[config.mk]
export PLATFORM = sky130hd
export DESIGN_NAME = audio_pwm_out
export DESIGN_NICKNAME = d
export VERILOG_FILES = /design/src/rtl/audio_pwm_out.sv
export SDC_FILE = /design/constraint.sdc
export NUM_CORES = 1
export LEC_CHECK = 0
export CAP_MARGIN = 40
export CORE_ASPECT_RATIO = 1.4
export CORE_UTILIZATION = 58
export DETAILED_ROUTE_END_ITERATION = 12
export GPL_TIMING_DRIVEN = 0
export PLACE_DENSITY = 0.82
export SKIP_CTS_REPAIR_TIMING = 1
export SLEW_MARGIN = 30
export SYNTH_ARGS = -nofsm -noshare
export SYNTH_HDL_FRONTEND = slang
export SYNTH_SLANG_ARGS = --single-unit
[constraint.sdc]
create_clock -name clk -period 3.8 [get_ports clk]
set_input_delay 1.14 -clock clk [delete_from_list [all_inputs] [get_ports clk]]
set_output_delay 1.14 -clock clk [all_outputs]
set_load 0.1 [all_outputs]
[src/rtl/audio_pwm_out.sv]
// audio_pwm_out: 1-entry sample holding register feeding a frame-aligned PWM pad driver.
// Define AUDIO_PWM_SDM_EN to replace the PWM comparator with a first-order sigma-delta modulator.
module audio_pwm_out #(
    parameter int                DATA_W   = 8,
    parameter int                PRESCALE = 4,
    parameter logic [DATA_W-1:0] RST_DUTY = {1'b1, {(DATA_W-1){1'b0}}}
) (
    input  logic              clk,
    input  logic              rst_n,
    input  logic [DATA_W-1:0] in_sample,
    input  logic              in_valid,
    output logic              in_ready,
    output logic              pwm_out,
    output logic              frame_start,
    output logic              underrun
);

    localparam int            PW      = (PRESCALE > 1) ? $clog2(PRESCALE) : 1;
    localparam logic [PW-1:0] PRE_MAX = PW'(PRESCALE - 1);

    logic [PW-1:0]     pre;
    logic [DATA_W-1:0] cnt;
    logic [DATA_W-1:0] duty;
    logic [DATA_W-1:0] hold;
    logic              hold_full;
    logic              tick;
    logic              wrap;
    logic              xfer;

    assign tick     = (pre == PRE_MAX);
    assign wrap     = tick && (&cnt);
    assign in_ready = rst_n && !hold_full;
    assign xfer     = in_valid && in_ready;

    // Prescaler: one tick every PRESCALE clocks
    always_ff @(posedge clk) begin
        if (!rst_n) begin
            pre <= '0;
        end else if (tick) begin
            pre <= '0;
        end else begin
            pre <= pre + PW'(1);
        end
    end

    // Frame counter: advances per tick, wraps naturally at all-ones
    always_ff @(posedge clk) begin
        if (!rst_n) begin
            cnt <= '0;
        end else if (tick) begin
            cnt <= cnt + DATA_W'(1);
        end
    end

    // Holding register and frame-boundary duty load; load decision uses pre-edge hold_full
    always_ff @(posedge clk) begin
        if (!rst_n) begin
            hold        <= '0;
            hold_full   <= 1'b0;
            duty        <= RST_DUTY;
            frame_start <= 1'b0;
            underrun    <= 1'b0;
        end else begin
            frame_start <= wrap;
            underrun    <= wrap && !hold_full;
            if (wrap && hold_full) begin
                duty      <= hold;
                hold_full <= 1'b0;
            end
            if (xfer) begin
                hold      <= in_sample;
                hold_full <= 1'b1;
            end
        end
    end

`ifdef AUDIO_PWM_SDM_EN
    logic [DATA_W:0] acc;

    // Sigma-delta accumulator: carry out is the modulator bit
    always_ff @(posedge clk) begin
        if (!rst_n) begin
            acc <= '0;
        end else if (tick) begin
            acc <= {1'b0, acc[DATA_W-1:0]} + {1'b0, duty};
        end
    end

    // Registered modulator output
    always_ff @(posedge clk) begin
        if (!rst_n) begin
            pwm_out <= 1'b0;
        end else begin
            pwm_out <= acc[DATA_W];
        end
    end
`else
    // Registered PWM comparator: high while cnt is below duty
    always_ff @(posedge clk) begin
        if (!rst_n) begin
            pwm_out <= 1'b0;
        end else begin
            pwm_out <= (cnt < duty);
        end
    end
`endif

endmodule

Yosys cells after proc, flatten, opt, wreduce, memory -nomap -nowiden
Index checks and enable logic that the tools add are counted.
W data, S select, Z words.
{"block": "word_totals", "ram_bits": 0, "ff_bits": 30, "memories": 0, "out_inout_bits": 4, "latchBits": 0, "romBits": 0}
{"block": "op_classes", "eq_ne": 1, "shift": 0, "muxes": 2, "multipliers": 0, "n_lt_le_gt_ge": 1, "add_sub_neg": 2, "reduce_logical": 9, "bitwise_logic": 1, "div_mod_pow": 0}
{"cell": "$add A8 B1 Y8 const B", "n": 1}
{"cell": "$lt A8 B8 Y1", "n": 1}
{"cell": "$reduce_and A8 Y1", "n": 1}
{"cell": "$logic_and A1 B1 Y1", "n": 5}
{"cell": "$add A2 B1 Y2 const B", "n": 1}
{"cell": "$eq A2 B2 Y1 const B", "n": 1}
{"cell": "$mux W1", "n": 2}
{"cell": "$reduce_bool A2 Y1", "n": 1}
{"cell": "$reduce_or A2 Y1", "n": 1}
{"cell": "$logic_not A1 Y1", "n": 1}
{"cell": "$not A1 Y1", "n": 1}

Logic depth before layout (Yosys ltp)
Gate-level depths: netlist (run 1).
{"block": "depth", "ltp_word": 5, "mapped_depth": 6, "ltp_nobuf": 5}

Worst setup path before layout (run 1)
No wires, ideal clock.
{"block": "synth_timing", "path_type": "input to output", "startpoint": "input port rst_n", "endpoint": "output port in_ready", "slack_ns": 0.002, "path_buffers": 1, "required_time_ns": 2.660, "arrival_time_ns": 2.658, "cell_stages": 3, "path_cell_list": "inv_1 clkbuf_1 nor2_1"}
{"block": "synth_between", "elab_chain_len": 1}
{"element": "from (decl)", "line_no": "9", "source": "input logic rst_n,"}
{"element": "$logic_and A1 B1 Y1", "line_no": "32", "source": "assign in_ready = rst_n && !hold_full;"}
{"element": "to (decl)", "line_no": "12", "source": "output logic in_ready,"}
No other way between the ends.

Worst setup path after layout (run 1)
Same ends and word-level chain as after synthesis.

==> results of run 1 <==
==> cell type report <==
class | instances | area, sq um | share of cell area, %
tap | 22 | 27.5 | 1.69
inverter | 9 | 37.5 | 2.30
multi-input combinational | 93 | 654 | 40.2
timing repair buffer | 19 | 213 | 13.1
clock buffer | 6 | 51.3 | 3.15
sequential | 30 | 601 | 36.9
buffer | 6 | 45.0 | 2.76
==> report_power, final <==
group / switching [W] / total, W / internal (W)
combinational: 0.0000321 / 0.0000631 / 0.0000310
sequential: 0.00000588 / 0.000330 / 0.000324
clock: 0.0000989 / 0.000182 / 0.0000831
total: 0.000137 / 0.000575 / 0.000438
==> synth_stat cells, drive strengths merged <==
master / count / area [sq um]
nor2: 17 / 63.8
nor3b: 2 / 15.0
dfxtp: 30 / 601
a21oi: 2 / 10.0
ha: 9 / 113
nand2b: 2 / 12.5
or3: 1 / 6.26
o21ai: 3 / 15.0
nor2b: 2 / 12.5
o2111a: 1 / 11.3
xor2: 2 / 17.5
nand4: 2 / 27.5
a2111oi: 1 / 8.76
nor3: 3 / 20.0
mux2i: 19 / 190
nand2: 18 / 67.6
a211oi: 1 / 7.51
and3: 1 / 6.26
o211ai: 1 / 7.51
nand3: 2 / 10.0
clkbuf: 1 / 3.75
xnor2: 2 / 17.5
and4: 1 / 8.76
buf: 6 / 45.0
nor4: 1 / 6.26
inv: 9 / 33.8
==> critical path, stage by stage <==
cell             delay (ns)
clkdlybuf4s50_1        0.52
clkinvlp_4             0.14
nor2_1                 0.11
clkdlybuf4s50_1        0.53
buf_12                 0.18
==> state kept, by name (all words and copies together), names as in the netlist <==
signal and cells:
underrun 1, cnt 8, hold 8, frame_start 1, duty 8, pwm_out 1
pre 2, hold_full 1
==> cells by family after synthesis <==
logic type	Yosys count	synth area share, %
mux	19	14.2
simple gates	52	19.2
xor+xnor	4	2.62
flops	30	44.9
fa+ha+maj	9	8.42
compound gates	9	4.49
buf+inv	16	6.17
==> layout by cell type, fill, tap and decap left out, types with 2 or more instances in the layout <==
cell type,synthesis,final
o21ai_0,3,3
xnor2_1,2,2
buf_8,0,3
nor3_1,2,2
nand3_1,2,2
ha_1,9,9
xor2_1,2,2
clkbuf_4,0,5
nor2b_1,2,2
mux2i_1,19,19
a21oi_1,2,2
nor2_1,17,17
clkdlybuf4s50_1,0,14
buf_2,3,3
nand2_1,18,18
nor3b_1,2,2
dfxtp_1,30,30
buf_6,2,2
buf_4,1,2
inv_1,9,8
nand2b_1,2,2
==> routing by layer <==
metal | part of all wire, % | GRT usage, %
met1 | 42 | 22.2
met2 | 51 | 38.7
met3 | 3.7 | 8.28
met4 | 2.8 | 12.1
met5 | 0 | 0
==> path summary, 6_finish.rpt <==
| path | startpoint | to | slack, ns | cells after the start |
|---|---|---|---|---|
| worst min-delay path | pre[0] | pre[0] | 0.45 | 1 |
| worst max register to register | cnt[3] | pwm_out | 2.00 | 4 |
| worst max-delay path | rst_n | in_ready | 0.04 | 5 |
| worst min register to register | pre[0] | pre[0] | 0.45 | 1 |
==> per-stage QoR <==
step	power [W]	cell area [sq um]	setup slack [ns]	utilization, %
after floorplan	0.000374	1340	0.00200	-
after global placement	0.000391	1510	-0.560	69.1
after detailed placement	0.000399	1570	-0.169	71.9
after CTS	0.000580	1620	-0.170	74.3
after global routing	0.000603	1630	-0.0108	74.8
final	0.000575	1630	0.0399	74.8
==> impl_metrics.py, run 1 <==
metrics = {
    "pwr": {
        "powerDensity_mw_per_mm2": 353,
        "leakagePower_nw": 0.658,
        "ir_drop_v": 0.000293,
    },
    "routing": {
        "drtAntennaViolNets": 0,
        "drt-initial-drc-count": 19,
        "vias": 1003,
        "drt-pass1-iter-count": 4,
        "drt-total-wl_mm": 2.38,
        "routed_via_density": 5.42,
        "drcViolationCount": 0,
        "drt-wirelength-per-cell_um": 12.8,
    },
    "timing": {
        "tightest_slew_ns": 0.463,
        "slew_headroom_pct": 68.4,
        "clock_skew_ns": 0.00564,
        "hold_viol": 0,
        "fin_tns_setup_ns": 0,
        "whs_ns": 0.445,
        "maxSlewViolCount": 0,
        "setup_viol": 0,
        "fin_crit_ns": 3.76,
        "max_freq_ghz": 0.266,
        "fin_crit_sh_pct": 98.9,
    },
    "global_route": {
        "gr-total-overflow": 0,
        "grt_pass1_vias": 967,
        "grt_max_degree": 11,
        "grt.total_usage_pct": 22.0,
        "grt_first_pass_wirelength_mm": 4.01,
        "antenna_found_initial": 0,
    },
    "logic_synthesis": {
        "ys_ff_latch": 30,
        "synth_area_sq_mm": 0.00134,
        "synth.distinct_cells": 30,
        "yosysSeqAreaShare_pct": 44.9,
        "synth.avg_cell_area_sq_um": 9.62,
        "ys.warnings.count": 0,
        "synth_nets": 159,
        "synthCells": 139,
    },
    "clock_tree": {
        "cts_tree": "yes",
        "htreeDepth": 2,
        "clock-root-buffer": "clkbuf_4",
        "clock-sinks": 30,
        "insertion_delay_ns": 0.33,
        "clkSlewWorstSetupHoldPaths_ns": 0.08,
        "clk_path_buf_depth": 2,
        "cts_buffers": 5,
    },
    "critical_path": {
        "cp-start-kind": "input port",
        "worstSetupPathType": "input port to output pin",
        "cp_data_arrival_time_ns": 2.62,
        "worstPathRequired_ns": 2.66,
        "end_kind": "output pin",
        "path_max_fanout": 4,
    },
    "floorplanning": {
        "fp.dieArea_sq_mm": 0.00250,
        "start_util_pct": 61.4,
        "die_h_um": 58.8,
        "io_pins": 15,
        "die_w_um": 42.6,
        "core_sq_mm": 0.00218,
        "rows": 20,
    },
    "final_layout": {
        "area_delta_synth_final_pct": 21.8,
        "final.fill_count": 161,
        "drive_above_1_share_pct": 12.3,
        "nNetsFinal": 184,
        "antennaDiodeCount": 0,
        "layoutNonFillerInstCount": 185,
    },
    "place": {
        "post-place-cells": 179,
        "place.gp.congestion": 0.786,
        "port_buffers": 14,
        "place_hpwl_mm": 1.79,
    },
    "job": {
        "maxCapViolCount": 0,
    },
    "status": {
        "status": "finished clean",
    },
    "min_path": {
        "hold_path.class": "flop to flop",
    },
}
No activity file was read; power rests on OpenSTA's default activity.
==> run 2, diff against run 1 <==
Settings changed: CORE_ASPECT_RATIO 1.4 to 0.8, HOLD_SLACK_MARGIN from default to 0.08.
==> impl_metrics.py, run 2 (synthesized netlist as in run 1, its figures left out) <==
metrics = {
    "critical_path": {
        "cp-start-kind": "input port",
        "path_buf_inv": 3,
        "slowest_delay_ns": 0.53,
        "timing.rr.start": "cnt[3]",
        "worstPathRequired_ns": 2.66,
        "critPathTopFamily": "buffers and inverters",
        "r2r_slack_ns": 2.09,
        "slowest_stage": "clkdlybuf4s50_1",
        "cp_data_arrival_time_ns": 2.22,
        "path_max_fanout": 6,
        "cp_cell_sequence": "clkdlybuf4s50_1 -> clkinvlp_4 -> nor2_1 -> buf_12",
        "worstSetupPathType": "input port to output pin",
        "r2r-end": "pwm_out",
        "ff2ff_path_depth": 4,
        "end_kind": "output pin",
    },
    "floorplanning": {
        "die_w_um": 55.7,
        "fp.dieArea_sq_mm": 0.00250,
        "io_pins": 15,
        "core_sq_mm": 0.00216,
        "rows": 15,
        "die_h_um": 45.0,
        "start_util_pct": 62.0,
    },
    "final_layout": {
        "final_common_cell": "dfxtp_1",
        "drive_above_1_share_pct": 13.4,
        "layout_common_cells": "30 x dfxtp_1, 19 x mux2i_1, 18 x nand2_1",
        "nNetsFinal": 185,
        "regArea_sq_um": 601,
        "layoutNonFillerInstCount": 189,
        "multiInputGateArea_sq_um": 654,
        "final.fill_count": 167,
        "fin_area_sq_mm": 0.00164,
        "reg_top3": "cnt x8, duty x8, hold x8",
        "area_delta_synth_final_pct": 22.5,
        "antennaDiodeCount": 0,
        "utilization_pct": 75.9,
    },
    "clock_tree": {
        "htreeDepth": 2,
        "cts_tree": "yes",
        "clock-root-buffer": "clkbuf_4",
        "cts_buffers": 5,
        "clk_path_buf_depth": 2,
        "insertion_delay_ns": 0.32,
        "clkSlewWorstSetupHoldPaths_ns": 0.09,
        "clock-sinks": 30,
    },
    "routing": {
        "drt-total-wl_mm": 2.54,
        "routed_via_density": 5.41,
        "drtAntennaViolNets": 0,
        "vias": 1022,
        "drcViolationCount": 0,
        "drt-initial-drc-count": 23,
        "drt-wirelength-per-cell_um": 13.4,
        "drt-pass1-iter-count": 4,
    },
    "place": {
        "placed_area_sq_mm": 0.00157,
        "port_buffers": 14,
        "place.gp.congestion": 0.723,
        "place_hpwl_mm": 1.92,
        "post-place-cells": 182,
    },
    "timing": {
        "clock_skew_ns": 0.00624,
        "tightest_slew_ns": 0.419,
        "whs_ns": 0.436,
        "hold_viol": 0,
        "max_freq_ghz": 0.298,
        "slew_headroom_pct": 71.3,
        "fin_crit_ns": 3.36,
        "fin_crit_sh_pct": 88.5,
        "rsz0062_at_grt": "false",
        "setup_viol": 0,
        "maxSlewViolCount": 0,
    },
    "min_path": {
        "min_from": "pre[0]",
        "hold_path.class": "flop to flop",
        "whs_path_depth": 1,
        "hold_path_end": "pre[0]",
    },
    "global_route": {
        "grt_max_degree": 11,
        "grt_pass1_vias": 922,
        "gr-total-overflow": 0,
        "antenna_found_initial": 0,
        "grt.total_usage_pct": 23.1,
        "grt_first_pass_wirelength_mm": 4.17,
    },
    "pwr": {
        "power.switching_w": 0.000137,
        "powerDensity_mw_per_mm2": 351,
        "leakagePower_nw": 0.663,
        "ir_drop_v": 0.000263,
        "finalPower_w": 0.000575,
        "pwr-share-comb_pct": 11.0,
        "power_frac_clock_pct": 31.6,
        "seqPwrFrac_pct": 57.4,
        "intPower_w": 0.000438,
        "switching_share_pct": 23.8,
    },
    "status": {
        "status": "finished clean",
    },
    "job": {
        "maxCapViolCount": 0,
    },
}
-- run 2: how the worst max path moves through the flow --
stage	startpoint	endpoint	slack, ns	cells after the start
finish	rst_n	in_ready	0.44	4
global route	rst_n	in_ready	0.40	4
CTS	rst_n	in_ready	-0.22	6
detailed placement	rst_n	in_ready	-0.20	6
global placement	rst_n	in_ready	-0.57	5
floorplan	rst_n	in_ready	0.002	3
-- run 2: area by class of cell --
| class | count | area share, % |
|---|---|---|
| inverters | 9 | 2.29 |
| flip-flops and latches | 30 | 36.7 |
| plain buffers | 6 | 2.75 |
| multi-input cells | 93 | 40.0 |
| well taps | 25 | 1.91 |
| repair buffers | 20 | 13.3 |
| clock buffers | 6 | 3.13 |
-- run 2: worst register-to-register path, stage by stage (launching register included) --
cell	delay, ns
dfxtp_1	0.46
ha_1	0.29
a211oi_1	0.22
o21ai_0	0.14
a2111oi_0	0.47
-- run 2: power by group through the flow --
| stage | clock, W | sequential [W] | combinational, W |
|---|---|---|---|
| final | 0.000182 | 0.000330 | 0.0000634 |
| after global routing | 0.000195 | 0.000331 | 0.0000687 |
| after CTS | 0.000186 | 0.000330 | 0.0000618 |
| after detailed placement | 0 | 0.000337 | 0.0000614 |
| after global placement | 0 | 0.000337 | 0.0000552 |
| after floorplan | 0 | 0.000340 | 0.0000342 |
-- run 2: through the flow --
step / TNS, ns / worst slack (ns)
after floorplan: 0 / 0.00200
after global placement: -0.570 / -0.570
after detailed placement: -0.203 / -0.203
after CTS: -0.216 / -0.216
after global routing: 0 / 0.398
final: 0 / 0.439
-- run 2: layer usage --
metal / global-route usage, % / part of all wire, %
met1: 26.3 / 44
met2: 39.8 / 48
met3: 7.74 / 4.8
met4: 12.0 / 2.4
met5: 0 / 0
